===== src/rtl/traffic_gen_pe.sv =====
// traffic_gen_pe: synthetic NoC traffic source and latency sink.
// Injects timestamped flits on one router port, gathers ejection stats.
module traffic_gen_pe #(
  parameter int XCORD = 0,
  parameter int YCORD = 0,
  parameter int X = 4,
  parameter int Y = 4,
  parameter int DEST_X = 2,
  parameter int DEST_Y = 2,
  parameter int SOURCE_X = 8,
  parameter int SOURCE_Y = 8,
  parameter int DATA_WIDTH = 240,
  parameter int TOTAL_WIDTH =
    DEST_X + DEST_Y + SOURCE_X + SOURCE_Y + DATA_WIDTH,
  parameter int NUM_PKTS = 3,
  parameter int RATE = 1,
  parameter int BURST_LEN = 1,
  parameter int PATTERN = 4,
  parameter logic [31:0] SEED = 32'h1
) (
  input  logic                   clk,
  input  logic                   rst,
  input  logic                   start,
  input  logic                   enable_send,
  output logic [TOTAL_WIDTH-1:0] o_data,
  output logic                   o_valid,
  input  logic                   i_ready,
  input  logic [TOTAL_WIDTH-1:0] i_data,
  input  logic                   i_valid,
  output logic                   done,
  output logic [31:0]            tx_count,
  output logic [31:0]            rx_count,
  output logic [31:0]            lat_min,
  output logic [31:0]            lat_max,
  output logic [47:0]            lat_sum
);

  localparam int HDR =
    DEST_X + DEST_Y + SOURCE_X + SOURCE_Y;
  localparam logic [31:0] TAPS = 32'h80200003;
  localparam logic [31:0] MIX =
    SEED ^ 32'(YCORD * X + XCORD + 1);
  localparam logic [31:0] LFSR_RST =
    (MIX == 32'h0) ? 32'h1 : MIX;
  localparam int RIGHT_X = (XCORD + 1) % X;
  localparam int TOP_Y = (YCORD + 1) % Y;

  typedef enum logic [1:0] {
    IDLE,
    ARM,
    SEND,
    DONE
  } state_t;

  state_t state;

  logic [31:0] cyc;
  logic [31:0] phase;
  logic [31:0] phase_nxt;
  logic [31:0] burst_cnt;
  logic [31:0] lfsr;
  logic [31:0] lfsr_nxt;
  logic [DEST_X-1:0] dx;
  logic [DEST_Y-1:0] dy;
  logic [15:0] seq_gen;
  logic [DATA_WIDTH-1:0] data;
  logic [TOTAL_WIDTH-1:0] flit;
  logic [31:0] lat;
  logic [48:0] sum_ext;
  logic unused_bits;

  // Galois step and tick-phase wrap
  always_comb begin
    lfsr_nxt = {1'b0, lfsr[31:1]} ^ (lfsr[0] ? TAPS : 32'h0);
    phase_nxt = (phase == 32'(RATE - 1)) ? 32'h0 : phase + 32'h1;
  end

  // Destination of the packet being generated this cycle
  always_comb begin
    dx = DEST_X'(XCORD);
    dy = DEST_Y'(YCORD);
    unique case (1'b1)
      (PATTERN == 0): begin
        dx = DEST_X'({16'h0, lfsr[15:0]} % 32'(X));
        dy = DEST_Y'({16'h0, lfsr[31:16]} % 32'(Y));
      end
      (PATTERN == 2): dx = DEST_X'(RIGHT_X);
      (PATTERN == 3): dy = DEST_Y'(TOP_Y);
      (PATTERN == 4): begin
        if (lfsr[0]) dy = DEST_Y'(TOP_Y);
        else dx = DEST_X'(RIGHT_X);
      end
      (PATTERN == 5): begin
        dx = DEST_X'(YCORD);
        dy = DEST_Y'(XCORD);
      end
      default: ;
    endcase
  end

  // Flit assembly; timestamp is the cycle in which it becomes visible
  always_comb begin
    seq_gen = tx_count[15:0] + {15'h0, state == SEND};
    data = '0;
    data[31:0] = cyc + 32'h1;
    data[47:32] = seq_gen;
    flit = {data, SOURCE_Y'(YCORD), SOURCE_X'(XCORD), dy, dx};
  end

  // Free-running cycle counter
  always_ff @(posedge clk or posedge rst) begin
    if (rst) cyc <= '0;
    else cyc <= cyc + 32'h1;
  end

  // Injection FSM with registered handshake outputs
  always_ff @(posedge clk or posedge rst) begin
    if (rst) begin
      state <= IDLE;
      phase <= '0;
      burst_cnt <= '0;
      lfsr <= LFSR_RST;
      o_valid <= 1'b0;
      o_data <= '0;
      done <= 1'b0;
      tx_count <= '0;
    end else begin
      unique case (state)
        IDLE: begin
          if (start) begin
            state <= ARM;
            phase <= '0;
          end
        end
        ARM: begin
          phase <= phase_nxt;
          if (!start) begin
            state <= IDLE;
          end else if (phase == 32'h0 && enable_send) begin
            o_data <= flit;
            lfsr <= lfsr_nxt;
            burst_cnt <= '0;
            o_valid <= 1'b1;
            state <= SEND;
          end
        end
        SEND: begin
          phase <= phase_nxt;
          if (i_ready) begin
            tx_count <= tx_count + 32'h1;
            if (tx_count + 32'h1 == 32'(NUM_PKTS)) begin
              state <= DONE;
              o_valid <= 1'b0;
              done <= 1'b1;
            end else if (!start) begin
              state <= IDLE;
              o_valid <= 1'b0;
            end else if (burst_cnt + 32'h1 < 32'(BURST_LEN)) begin
              o_data <= flit;
              lfsr <= lfsr_nxt;
              burst_cnt <= burst_cnt + 32'h1;
            end else begin
              state <= ARM;
              o_valid <= 1'b0;
            end
          end
        end
        DONE: ;
        default: state <= IDLE;
      endcase
    end
  end

  assign lat = cyc - i_data[HDR +: 32];
  assign sum_ext = {1'b0, lat_sum} + {17'h0, lat};
  assign unused_bits = ^i_data;

  // Ejection-side latency statistics, active in every state
  always_ff @(posedge clk or posedge rst) begin
    if (rst) begin
      rx_count <= '0;
      lat_min <= 32'hFFFF_FFFF;
      lat_max <= '0;
      lat_sum <= '0;
    end else if (i_valid) begin
      rx_count <= rx_count + 32'h1;
      lat_sum <= sum_ext[48] ? '1 : sum_ext[47:0];
      if (lat < lat_min) lat_min <= lat;
      if (lat > lat_max) lat_max <= lat;
    end
  end

endmodule


===== config.mk =====
export PLATFORM = sky130hd
export DESIGN_NAME = traffic_gen_pe
export DESIGN_NICKNAME = d
export VERILOG_FILES = /design/src/rtl/traffic_gen_pe.sv
export SDC_FILE = /design/constraint.sdc
export NUM_CORES = 1
export LEC_CHECK = 0
export CORE_AREA = 3 3 271 273
export CTS_BUF_LIST = sky130_fd_sc_hd__clkbuf_16
export CTS_CLUSTER_DIAMETER = 30
export DETAILED_ROUTE_END_ITERATION = 10
export DIE_AREA = 0 0 274 276
export SETUP_SLACK_MARGIN = 0.5
export SYNTH_ARGS = -nofsm -noshare
export SYNTH_HDL_FRONTEND = slang
export SYNTH_SLANG_ARGS = --single-unit

===== constraint.sdc =====
create_clock -name clk -period 31 [get_ports clk]
set_clock_uncertainty 0.05 [all_clocks]
set_input_delay 4.65 -clock clk [delete_from_list [all_inputs] [get_ports clk]]
set_output_delay 4.65 -clock clk [all_outputs]
set_load 0.02 [all_outputs]

# [Word-level counts from Yosys, hierarchy flattened]
# Index checks and enable logic that the tools add are counted.
[op_classes] add_sub_neg=8 multipliers=0 n_div=0 order_cmp=3 eq_ne=12 shift=0 mux=43 n_bitwise=1 reduce_logical=15
[ops] operator="2-to-1 mux 260 bit" count=6
[ops] operator="one-hot mux 260 bit (2 select lines)" count=1
[ops] operator="2-to-1 mux 32 bit" count=15
[ops] operator="one-hot mux 32 bit (2 select lines)" count=3
[ops] operator="adder 32 x 1 -> 32 bit, second input constant" count=5
[ops] operator="adder 48 x 32 -> 49 bit" count=1
[ops] operator="2-to-1 mux 48 bit" count=1
[ops] operator="== test 32 x 2 -> 1 bit, second input constant" count=1
[ops] operator="> comparator 32 bit" count=1
[ops] operator="zero test 32 bit" count=1
[ops] operator="less-than comparator 32 x 1 -> 1 bit, second input constant" count=1
[ops] operator="less-than comparator 32 bit" count=1
[ops] operator="subtractor 32 bit" count=1
[ops] operator="XOR 31 x 32 -> 32 bit" count=1
[ops] operator="adder 16 x 1 -> 16 bit" count=1
[ops] operator="2-to-1 mux 2 bit" count=7
[ops] operator="inequality test 2 bit, second input constant" count=6
[ops] operator="AND reduction 5 bit" count=2
[ops] operator="2-to-1 mux 1 bit" count=8
[ops] operator="AND reduction 2 bit" count=4
[ops] operator="AND reduction 7 bit" count=1
[ops] operator="one-hot mux 2 bit (3 select lines)" count=1
[ops] operator="inequality test 4 bit, second input constant" count=1
[ops] operator="nonzero test 2 bit" count=2
[ops] operator="other kinds (10)" count=10
[totals] regBits=568 latch_bits=0 ramBits=0 rom_bits=0 in_bits=266 output_inout_bits=438 wordCells=95 memories=0

# [Depth between registers and ports, before layout]
# Gate-level depths: netlist of run 1.
[depth] word_depth=7 mapped_depth=23 ltp_nobuf=22

# [Worst setup path after synthesis of run 1]
# Ideal clock, no wire load.
[synth_timing] path_kind="input to register" startpoint="input i_data[20]" endpoint="register lat_sum[35]" setup_time_ps=125 arrival_time_ps=9210 required_ps=30825 slack_ps=21616 stages=21 n_path_buf=1 path_cell_list="ha_1 -> inv_1 -> fa_1 -> a21o_1 -> a311o_1 -> a21oi_1 -> nor2b_1 -> o21a_1 -> o21a_1 -> o41a_1 -> xor2_1 -> ha_1 -> a21boi_0 -> a311oi_1 -> a211oi_1 -> o41a_1 -> o21ai_0 -> a31oi_1 -> clkbuf_1 -> nand4_1 -> mux2_2"
[synth_via] elab_chain_cells=3
[synth_rtl] element="start, declared" line_no="28" source="input logic [TOTAL_WIDTH-1:0] i_data,"
[synth_rtl] element="subtractor 32 bit" line_no="174" source="assign lat = cyc - i_data[HDR +: 32];"
[synth_rtl] element="named net lat[12]" line_no="68" source="logic [31:0] lat;"
[synth_rtl] element="adder 48 x 32 -> 49 bit" line_no="175" source="assign sum_ext = {1'b0, lat_sum} + {17'h0, lat};"
[synth_rtl] element="2-to-1 mux 48 bit" line_no="187" source="lat_sum <= sum_ext[48] ? '1 : sum_ext[47:0];"
[synth_rtl] element="end signal, assigned" line_no="187"
[synth_rtl] element="end, declared" line_no="35" source="output logic [47:0] lat_sum"
# The timed path passes the listed nets, and every way through them passes these cells.
# A chain may end at the register's enable or synchronous reset.

# [Final worst setup path of run 1]
[layout_timing] startpoint="input i_data[20]" endpoint="register lat_sum[27]"
# The elaborated chain is that of the path after synthesis.

==> key figures, run 1 <==
Outcome
  • Status: complete, no violations

Worst setup path
  • WP data arrival: 11070 ps
  • Crit path max fanout: 12
  • CP endpoint kind: flip-flop
  • WP data required: 31360 ps
  • Critical path type: input port to flip-flop
  • Reg2Reg Setup Slack: 24300 ps
  • Crit start category: input port

Global route
  • Total grt overflow: 0
  • First-pass GRT wire length: 94300 um
  • Initial antenna violation count: 7
  • GRT Total Usage: 15.6%
  • Number of global-route vias before repair: 16.8k
  • Largest net degree at the start of global routing: 175

Clocking
  • Total CTS buffers: 89
  • CTS max path bufs: 3
  • CTS Root Cell: clkbuf_16
  • Worst-Skew Late Latency: 620 ps
  • Clock transition at the registers of the reported paths: 50 ps
  • Hold-fix buffers, CTS: 0
  • Gates resized, CTS repair: 0
  • Clock sink total: 357
  • Post-CTS Setup Repair Bufs: 0
  • CTS tree: yes
  • H-tree Lvls: 3

Timing
  • Max frequency: 93.4 MHz
  • Period utilization: 34.5%
  • Slew HR: 25.7%
  • Final max-slew violation count: 0
  • Worst Tran Pin Value: 1110 ps
  • Hold slack: 423 ps
  • Final setup fails: 0
  • Final Hold Viols: 0
  • Post-layout min period: 10710 ps
  • RSZ-0062 raised after global routing: false
  • Setup_tns: 0 ps

Yosys
  • Mean post-synth cell area: 9.78 um^2
  • Flops & latches, synth: 357
  • Post-Syn Instances: 2342
  • Seq/Total Area, Yosys: 39.2%
  • Synth Warn #: 0
  • Synthesized area: 22900 um^2
  • Leading area contributor after synthesis: dfrtp_1
  • Ranking of synthesized cells by area: dfrtp_1 (35%), ha_1 (7.7%), buf_4 (7.0%), mux2_4 (4.5%), xnor2_1 (4.2%)
  • Library cells used by synthesis: 82
  • Synth Flop Type: dfrtp_1
  • Post-synth top area share: 35.4%
  • Post-synth EDFFs: 0
  • Post-synth ARST share: 100%

Die
  • Starting density of the core: 32.1%
  • Die Height: 276 um
  • Die area: 75600 um^2
  • Ports: 704
  • Site Rows: 98
  • Area of the core: 71400 um^2
  • DIE WIDTH: 274 um

Placed design
  • RD Place Congestion: 0.871
  • Placed cells: 3495
  • Final HPWL DP: 44800 um
  • Number of port buffers: 265

Route
  • DRC Markers: 0
  • DR vias/cell: 4.69
  • Final wirelength: 60400 um
  • Drt pass-1 iters: 5
  • WL/cell: 16.5 um
  • DR vias: 17.2k
  • DRT iter0 DRCs: 929
  • Routed Antenna Nets: 0

Final layout
  • Fillers: 7003
  • Fin cells: 3665
  • NumNets Final: 3044
  • Fin util: 40.2%
  • Fraction of layout cells with a size suffix above 1: 11.8%
  • Layout area overhead: 25.2%

Pwr
  • Worst vdd ir: 0.0506 mV
  • Pwr dens: 82.8 nW/um^2
  • Leakage Power: 13.4 nW

Worst hold path
  • Hold WC Path Type: flip-flop to flip-flop

Job
  • Max-cap violations: 0
worst max-delay path, stage by stage:
cell	delay (ps)
clkdlybuf4s50_1	520
ha_1	180
inv_1	50
fa_1	390
a21o_1	200
a311o_1	430
a21oi_1	150
nor2b_1	70
o21a_1	180
o21a_1	180
o41a_1	320
xor2_1	620
ha_1	430
o21a_1	200
o21ai_0	160
o2bb2ai_1	180
or4_1	190
a21oi_1	150
o21ai_1	440
a211oi_1	140
buf_4	210
nor2_1	840
a21oi_1	170
kinds of logic after synthesis:
logic type               Yosys count  synth area share, %
AO/OA/AOI/OAI                    428                 12.2
XOR/XNOR                         193                 7.38
adder cells (fa/ha/maj)          142                 7.83
buffers and inverters            408                 10.9
flip-flops                       357                 39.2
multiplexers                     123                 7.12
other                              1               0.0164
AND/OR/NAND/NOR                  690                 15.3
synth_stat cells (43+ instances only):
cell,count
buf_4,215
inv_1,129
mux2_2,43
nand4_1,54
xor2_1,82
a21oi_1,101
nand2_1,164
nor2_1,159
o21ai_0,101
xnor2_1,111
nand3_1,80
a21o_1,64
ha_1,140
dfrtp_1,324
mux2_4,69
and3_1,49
flip-flops by register name, indices dropped and copies added, names as in the netlist:
signal / flops
lat_min: 32
o_valid: 1
tx_count: 32
o_data: 50
lfsr: 31
lat_sum: 48
phase: 32
burst_cnt: 32
rx_count: 32
cyc: 32
lat_max: 32
state: 2
done: 1
area by class of cell:
class	instances	area [um^2]	share of cell area [%]
clock buffers	90	2250	7.86
diodes	4	10.0	0.0349
flip-flops and latches	357	8970	31.3
inverters	129	492	1.72
well taps	950	1190	4.15
multi-input cells	1786	12200	42.7
repair buffers	273	2720	9.49
clock inverters	76	792	2.76
cells in the final DEF, fill, tap and decap left out, drive strengths merged, types with 43 or more instances in the layout:
master	Yosys	routed
a21o	64	64
a21oi	101	101
and3	49	49
clkbuf	36	90
clkdlybuf4s50	0	264
conb	1	210
dfrtp	324	324
ha	140	140
inv	129	154
mux2	112	112
nand2	164	164
nand3	80	80
nand4	56	56
nor2	159	159
nor3	43	43
o21ai	102	102
xnor2	111	111
xor2	82	82
worst paths after layout:
| kind | endpoint | from | cells past startpoint |
|---|---|---|---|
| setup reg to reg | lat_sum[27] | cyc[0] | 23 |
| setup / recovery | lat_sum[27] | i_data[20] | 23 |
| max in group asynchronous | lat_max[30] | rst | 3 |
| hold / removal | rx_count[31] | rx_count[31] | 1 |
| min in group asynchronous | tx_count[12] | rst | 2 |
| hold reg to reg | rx_count[31] | rx_count[31] | 1 |
power breakdown:
part           switching (W)  total [W]  internal (W)
logic               0.000455   0.000803      0.000349
clock network       0.000301   0.000931      0.000630
registers          0.0000772   0.000640      0.000562
routing by layer:
metal | part of all wire (%) | wire length [um] | up-vias | track usage [%]
li1 | - | - | 8457 | -
met1 | 46 | 27700 | 8120 | 20.9
met2 | 43 | 25900 | 521 | 23.4
met3 | 8.9 | 5380 | 105 | 5.94
met4 | 2.2 | 1340 | 4 | 4.32
met5 | 0.040 | 24 | - | 0
per-stage QoR:
step                area (um^2)  power (W)  setup WS, ps
global route              28600    0.00251         19900
finish                    28700    0.00237         20290
floorplan                 23700    0.00118         16450
global placement          25600    0.00144         19620
detailed placement        25600    0.00145         19620
CTS                       28600    0.00240         20230
(Power assumes the default switching activity.)
==> run 2, diff against run 1 <==
Clock period 31 ns to 10.3 ns, I/O delays scaled along.
==> key figures, run 2 (synthesized netlist as in run 1, its figures left out) <==
Pwr
  • Worst vdd ir: 0.200 mV (was 0.0506 mV)
  • Pwr dens: 250 nW/um^2 (was 82.8 nW/um^2)
  • Leakage Power: 13.4 nW (about the same)

Worst setup path
  • Reg2Reg Setup Slack: 3630 ps (was 24300 ps)
  • Delay-heaviest family, CP: compound AO/OA/AOI/OAI gates (unchanged)
  • WP data arrival: 7970 ps (was 11070 ps)
  • Slowest Stage Delay on Critical Path: 630 ps (was 840 ps)
  • Worst path bufs/invs: 3 (unchanged)
  • Worst path slowest cell: nor4_1 (was nor2_1)
  • Critical path type: input port to flip-flop (unchanged)
  • Reg2Reg Depth: 20 (was 23)
  • Crit path from: i_data[20] (unchanged)
  • Reg2Reg Launch Point: cyc[0] (unchanged)
  • R2r endpoint: lat_max[9] (was lat_sum[27])
  • Cells along the critical path: clkdlybuf4s50_1, ha_1, inv_1, fa_1, a21o_1, a311o_1, a41oi_1, a31oi_1, a221o_1, a211o_1, a21oi_1, xnor2_1, ha_1, nand4_1, nor4_1, nand2_1, a21o_1, a31oi_4, buf_4, mux2_2 (was clkdlybuf4s50_1, ha_1, inv_1, fa_1, a21o_1, a311o_1, a21oi_1, nor2b_1, o21a_1, o21a_1, o41a_1, xor2_1, ha_1, o21a_1, o21ai_0, o2bb2ai_1, or4_1, a21oi_1, o21ai_1, a211oi_1, buf_4, nor2_1, a21oi_1)
  • Crit path max fanout: 35 (was 12)
  • Crit start category: input port (unchanged)
  • WP data required: 10720 ps (was 31360 ps)
  • CP endpoint kind: flip-flop (unchanged)

Placed design
  • Final HPWL DP: 45300 um (was 44800 um)
  • Pre-CTS setup slack: 2100 ps (was 19620 ps)
  • Number of port buffers: 265 (unchanged)
  • RD Place Congestion: 0.884 (was 0.871)
  • DP Area: 25600 um^2 (about the same)

Final layout
  • NumNets Final: 3051 (was 3044)
  • Max FFs per register: 50 (unchanged)
  • Post-route cell area: 28800 um^2 (was 28700 um^2)
  • Commonest non-fill, non-tap cells in the layout: dfrtp_1 (324), clkdlybuf4s50_1 (264), conb_1 (210) (unchanged)
  • Layout area overhead: 25.8% (was 25.2%)
  • Top flop regs: o_data x50, lat_sum x48 (unchanged)
  • Most common cell after layout, fill and taps aside: dfrtp_1 (unchanged)
  • Fraction of layout cells with a size suffix above 1: 12.1% (was 11.8%)
  • Largest Register: o_data (unchanged)

Global route
  • Number of global-route vias before repair: 16.7k (was 16.8k)
  • Initial antenna violation count: 6 (was 7)
  • First-pass GRT wire length: 93000 um (was 94300 um)
  • GRT Total Usage: 15.5% (was 15.6%)
  • Total grt overflow: 0 (unchanged)
  • Largest net degree at the start of global routing: 74 (was 175)

Timing
  • Post-layout min period: 7550 ps
  • Max frequency: 133 MHz
  • Final Hold Viols: 0 (unchanged)
  • Hold slack: 421 ps (was 423 ps)
  • Final max-slew violation count: 0 (unchanged)
  • Worst Tran Pin Value: 1080 ps (was 1110 ps)
  • RSZ-0062 raised after global routing: false (unchanged)
  • Final setup fails: 0 (unchanged)
  • Final WS setup: 2750 ps (was 20290 ps)
  • Period utilization: 73.3%
  • Slew HR: 28.0% (was 25.7%)
  • Setup_tns: 0 ps (unchanged)

Clocking
  • Clock sink total: 357 (unchanged)
  • CTS Root Cell: clkbuf_16 (unchanged)
  • Hold-fix buffers, CTS: 0 (unchanged)
  • CTS tree: yes (unchanged)
  • Worst-Skew Late Latency: 640 ps (was 620 ps)
  • Total CTS buffers: 94 (was 89)
  • Post-CTS Setup Repair Bufs: 0 (unchanged)
  • CTS max path bufs: 3 (unchanged)
  • Clock transition at the registers of the reported paths: 40 ps (was 50 ps)
  • H-tree Lvls: 3 (unchanged)
  • Gates resized, CTS repair: 0 (unchanged)

Die
  • Site Rows: 98 (unchanged)
  • Die area: 75600 um^2 (unchanged)
  • Ports: 704 (unchanged)
  • Die Height: 276 um (unchanged)
  • DIE WIDTH: 274 um (unchanged)
  • Area of the core: 71400 um^2 (unchanged)
  • Starting density of the core: 32.1% (unchanged)

Worst hold path
  • Hold WC Path Type: flip-flop to flip-flop (unchanged)
  • Hold Path End: rx_count[31] (unchanged)
  • Hold path start: rx_count[31] (unchanged)
  • Hold path depth: 1 (unchanged)

Route
  • Routed Antenna Nets: 0 (unchanged)
  • WL/cell: 16.4 um (was 16.5 um)
  • Final wirelength: 60400 um (about the same)
  • DR vias: 17.3k (was 17.2k)
  • DRC Markers: 0 (unchanged)
  • Drt pass-1 iters: 5 (unchanged)
  • DR vias/cell: 4.69 (about the same)
  • DRT iter0 DRCs: 784 (was 929)

Outcome
  • Status: complete, no violations (unchanged)

Job
  • Max-cap violations: 0 (unchanged)
==> run 2: cell types whose count changed in the layout (fill, tap and decap cells not counted), sizes merged <==
cell,delta
clkinv,+6
bufinv,-3
diode,-3
clkbuf,+4
buf,+2
inv,-2
clkinvlp,+6
==> run 2: layer usage <==
metal	vias up	track usage, %	share of wire (%)
li1	8485	-	-
met2	535	23.4	43
met5	-	0	0.10
met1	8123	20.2	45
met4	10	5.00	2.3
met3	99	6.14	9.5
==> run 2: report_power, final <==
group / internal (W) / switching (W)
Clock: 0.00191 / 0.000959
Combinational: 0.00105 / 0.00136
Sequential: 0.00169 / 0.000234
Total: 0.00465 / 0.00256
==> run 2: through the flow <==
step                power [W]  util, %  std cells
floorplan             0.00356        -       2551
global placement      0.00435     35.9       3497
detailed placement    0.00437     35.9       3497
CTS                   0.00728     40.4       3674
global route          0.00761     40.4       3674
finish                0.00720     40.4       3675
==> run 2: cell type report <==
| type | instances | area (um^2) |
|---|---|---|
| diodes | 1 | 2.50 |
| clock buffers | 94 | 2350 |
| clock inverters | 83 | 841 |
| fillers | 6941 | 42600 |
| inverters | 129 | 488 |
| multi-input cells | 1786 | 12200 |
| flip-flops and latches | 357 | 8970 |
| well taps | 950 | 1190 |
| repair buffers | 275 | 2720 |
==> run 2: how the worst max path moves through the flow <==
stage	end	slack (ps)	cells after the start
detailed placement	lat_sum[26]	2100	23
global route	lat_sum[27]	2370	23
finish	lat_max[9]	2750	20
CTS	lat_sum[27]	2730	23
global placement	lat_max[28]	2150	20
floorplan	burst_cnt[0]	3950	1
==> edit: new RTL, settings of run 2 <==
Register the output `rx_count` once more, cleared by the reset; this adds one clock of latency there. The other outputs are not delayed to match.
--- a/src/rtl/traffic_gen_pe.sv
+++ b/src/rtl/traffic_gen_pe.sv
@@ -52,4 +52,6 @@
     DONE
   } state_t;
+
+  logic [31:0] rx_count_s0;
 
   state_t state;
@@ -179,10 +181,10 @@
   always_ff @(posedge clk or posedge rst) begin
     if (rst) begin
-      rx_count <= '0;
+      rx_count_s0 <= '0;
       lat_min <= 32'hFFFF_FFFF;
       lat_max <= '0;
       lat_sum <= '0;
     end else if (i_valid) begin
-      rx_count <= rx_count + 32'h1;
+      rx_count_s0 <= rx_count_s0 + 32'h1;
       lat_sum <= sum_ext[48] ? '1 : sum_ext[47:0];
       if (lat < lat_min) lat_min <= lat;
@@ -191,4 +193,12 @@
   end
 
+  always_ff @(posedge clk or posedge rst) begin
+    if (rst) begin
+      rx_count <= '0;
+    end else begin
+      rx_count <= rx_count_s0;
+    end
+  end
+
 endmodule
 
Function: not settled (the Yosys comparison gave no result); the edit may change what the design does.
==> edit against run 2 <==
- final area up 3.5%
- die area unchanged
- power rose by 9.7%
- area after synthesis rose by 3.2%
- fmax shrank 5.3%
- sequential cell count increased by 32
- setup slack worse by 430 ps
- routed wire length increased by 2.3%
- critical path type unchanged
- largest cell class unchanged
==> edit: results (changes against run 2) <==
[metrics] total placed cells including tap cells: 3,509 (+0.34%)
[metrics] seq pwr: 2.22 mW (+15%)
[metrics] number of multi-input logic gates: 1,733 (-3.0%)
[metrics] global routing usage on met2: 0.241 (+0.00756)
[metrics] Power Combinational: 2.61 mW (+8.3%)
[metrics] placed cell area: 26,400 um2 (+3.2%)
[metrics] proportion of cell area occupied by multi-input gates: 0.405 (-0.0196)
[metrics] routed vias/inst: 4.69 (-0.11%)
[metrics] worst supply voltage drop on vdd: 0.185 mV (-7.4%)
[metrics] largest net degree at the start of global routing: 165 (+120%)
[metrics] fraction of registers with async set or reset after synthesis: 1.00 (unchanged)
[metrics] GR Util met1: 0.213 (+0.0112)
[metrics] count of clock tree sinks: 389 (+9.0%)
[metrics] layout cell share with drive strength beyond 1: 0.127 (+0.00591)
[metrics] number of cell instances on the worst register-to-register path: 19 (-5.0%)
[metrics] filler cell count: 6,899 (-0.61%)
[metrics] power share of the combinational group: 0.330 (-0.005)
[metrics] cells taking the most area after synthesis: sky130_fd_sc_hd__dfrtp_1 (38%), sky130_fd_sc_hd__ha_1 (7.4%), sky130_fd_sc_hd__buf_4 (6.8%)
[metrics] nets@finish: 3,066 (+0.49%)
[metrics] Overall Global Routing Usage: 0.161 (+0.00581)
[metrics] count of clock buffers in the final design: 98 (+4.3%)
[metrics] met2 wire len: 26.7 mm (+2.9%)
[metrics] data arrival time at the worst-slack endpoint: 8400 ps (+430 ps)
[metrics] non-clock buffer count in the final layout: 284 (+3.3%)
[metrics] routability congestion estimate from global placement: 0.859 (-2.8%)
[metrics] slew margin rel.: 0.359 (+0.0782)
[metrics] met3 Use GR: 0.0655 (+0.00417)
[metrics] total number of vias: 17,300 (+0.35%)
[metrics] Critical Path Sink: lat_max[14]
[metrics] run status: finished, final reports clean
[metrics] post-place setup slack: 1800 ps (-299 ps)
[metrics] setup slack of the most critical reg-to-reg path: 3440 ps (-190 ps)
[metrics] mapped cell area: 23,600 um2 (+3.2%)
[metrics] switching fraction of total power: 0.343 (-0.0125)
[metrics] Signal buf overhead: 0.0942 (-0.000313)
[metrics] CTS Buf Count: 97 (+3.2%)
[metrics] slowest library cell on the worst path: sky130_fd_sc_hd__a2111oi_0
[metrics] detailed placer's ending HPWL: 46.1 mm (+1.9%)
[metrics] largest driver fanout on the critical path: 18 (-49%)
[metrics] crit path from: i_data[32]
[metrics] leak pwr: 13.8 nW (+2.5%)
[metrics] final antenna diode count: 3 (+2)
[metrics] number of cells traversed by the worst hold path: 0 (-1)
[metrics] Top Metal Used: met4
[metrics] most numerous cell types in the synthesized netlist: sky130_fd_sc_hd__dfrtp_1 (356), sky130_fd_sc_hd__buf_4 (215), sky130_fd_sc_hd__nand2_1 (164)
[metrics] Yosys top cell area share: 0.377 (+0.0227)
[metrics] number of signal-net inverters in the final layout: 153 (+19%)
[metrics] largest stage delay on the critical path: 650 ps (+20 ps)
[metrics] Routed WL per cell: 16.7 um (+1.8%)
[metrics] proportion of synthesized chip area in sequential cells: 0.414 (+0.0216)
## edit: cell count changes after synthesis, sizes merged, moves of 22 or more
cell | before | now
nor2 | 159 | 133
mux2 | 112 | 134
o22a | 0 | 29
dfrtp | 324 | 356
o21ai | 102 | 74
a21o | 64 | 34
inv | 129 | 153
## edit: logic make-up after synthesis
kind of cell	Yosys count	synth area share
compound gates	367	0.105
mux	144	0.0787
other cells	1	0.000159
xor+xnor	202	0.0748
buf+inv	432	0.109
simple gates	667	0.143
flops	389	0.414
fa+ha+maj	143	0.0762
## edit: worst min path at each step
stage,start,to,slack (ps)
global placement,rx_count_s0[31],rx_count[31],320
global route,rx_count_s0[27],rx_count[27],350
floorplan,rx_count_s0[27],rx_count[27],300
finish,rx_count_s0[27],rx_count[27],340
detailed placement,rx_count_s0[27],rx_count[27],320
CTS,rx_count_s0[27],rx_count[27],350
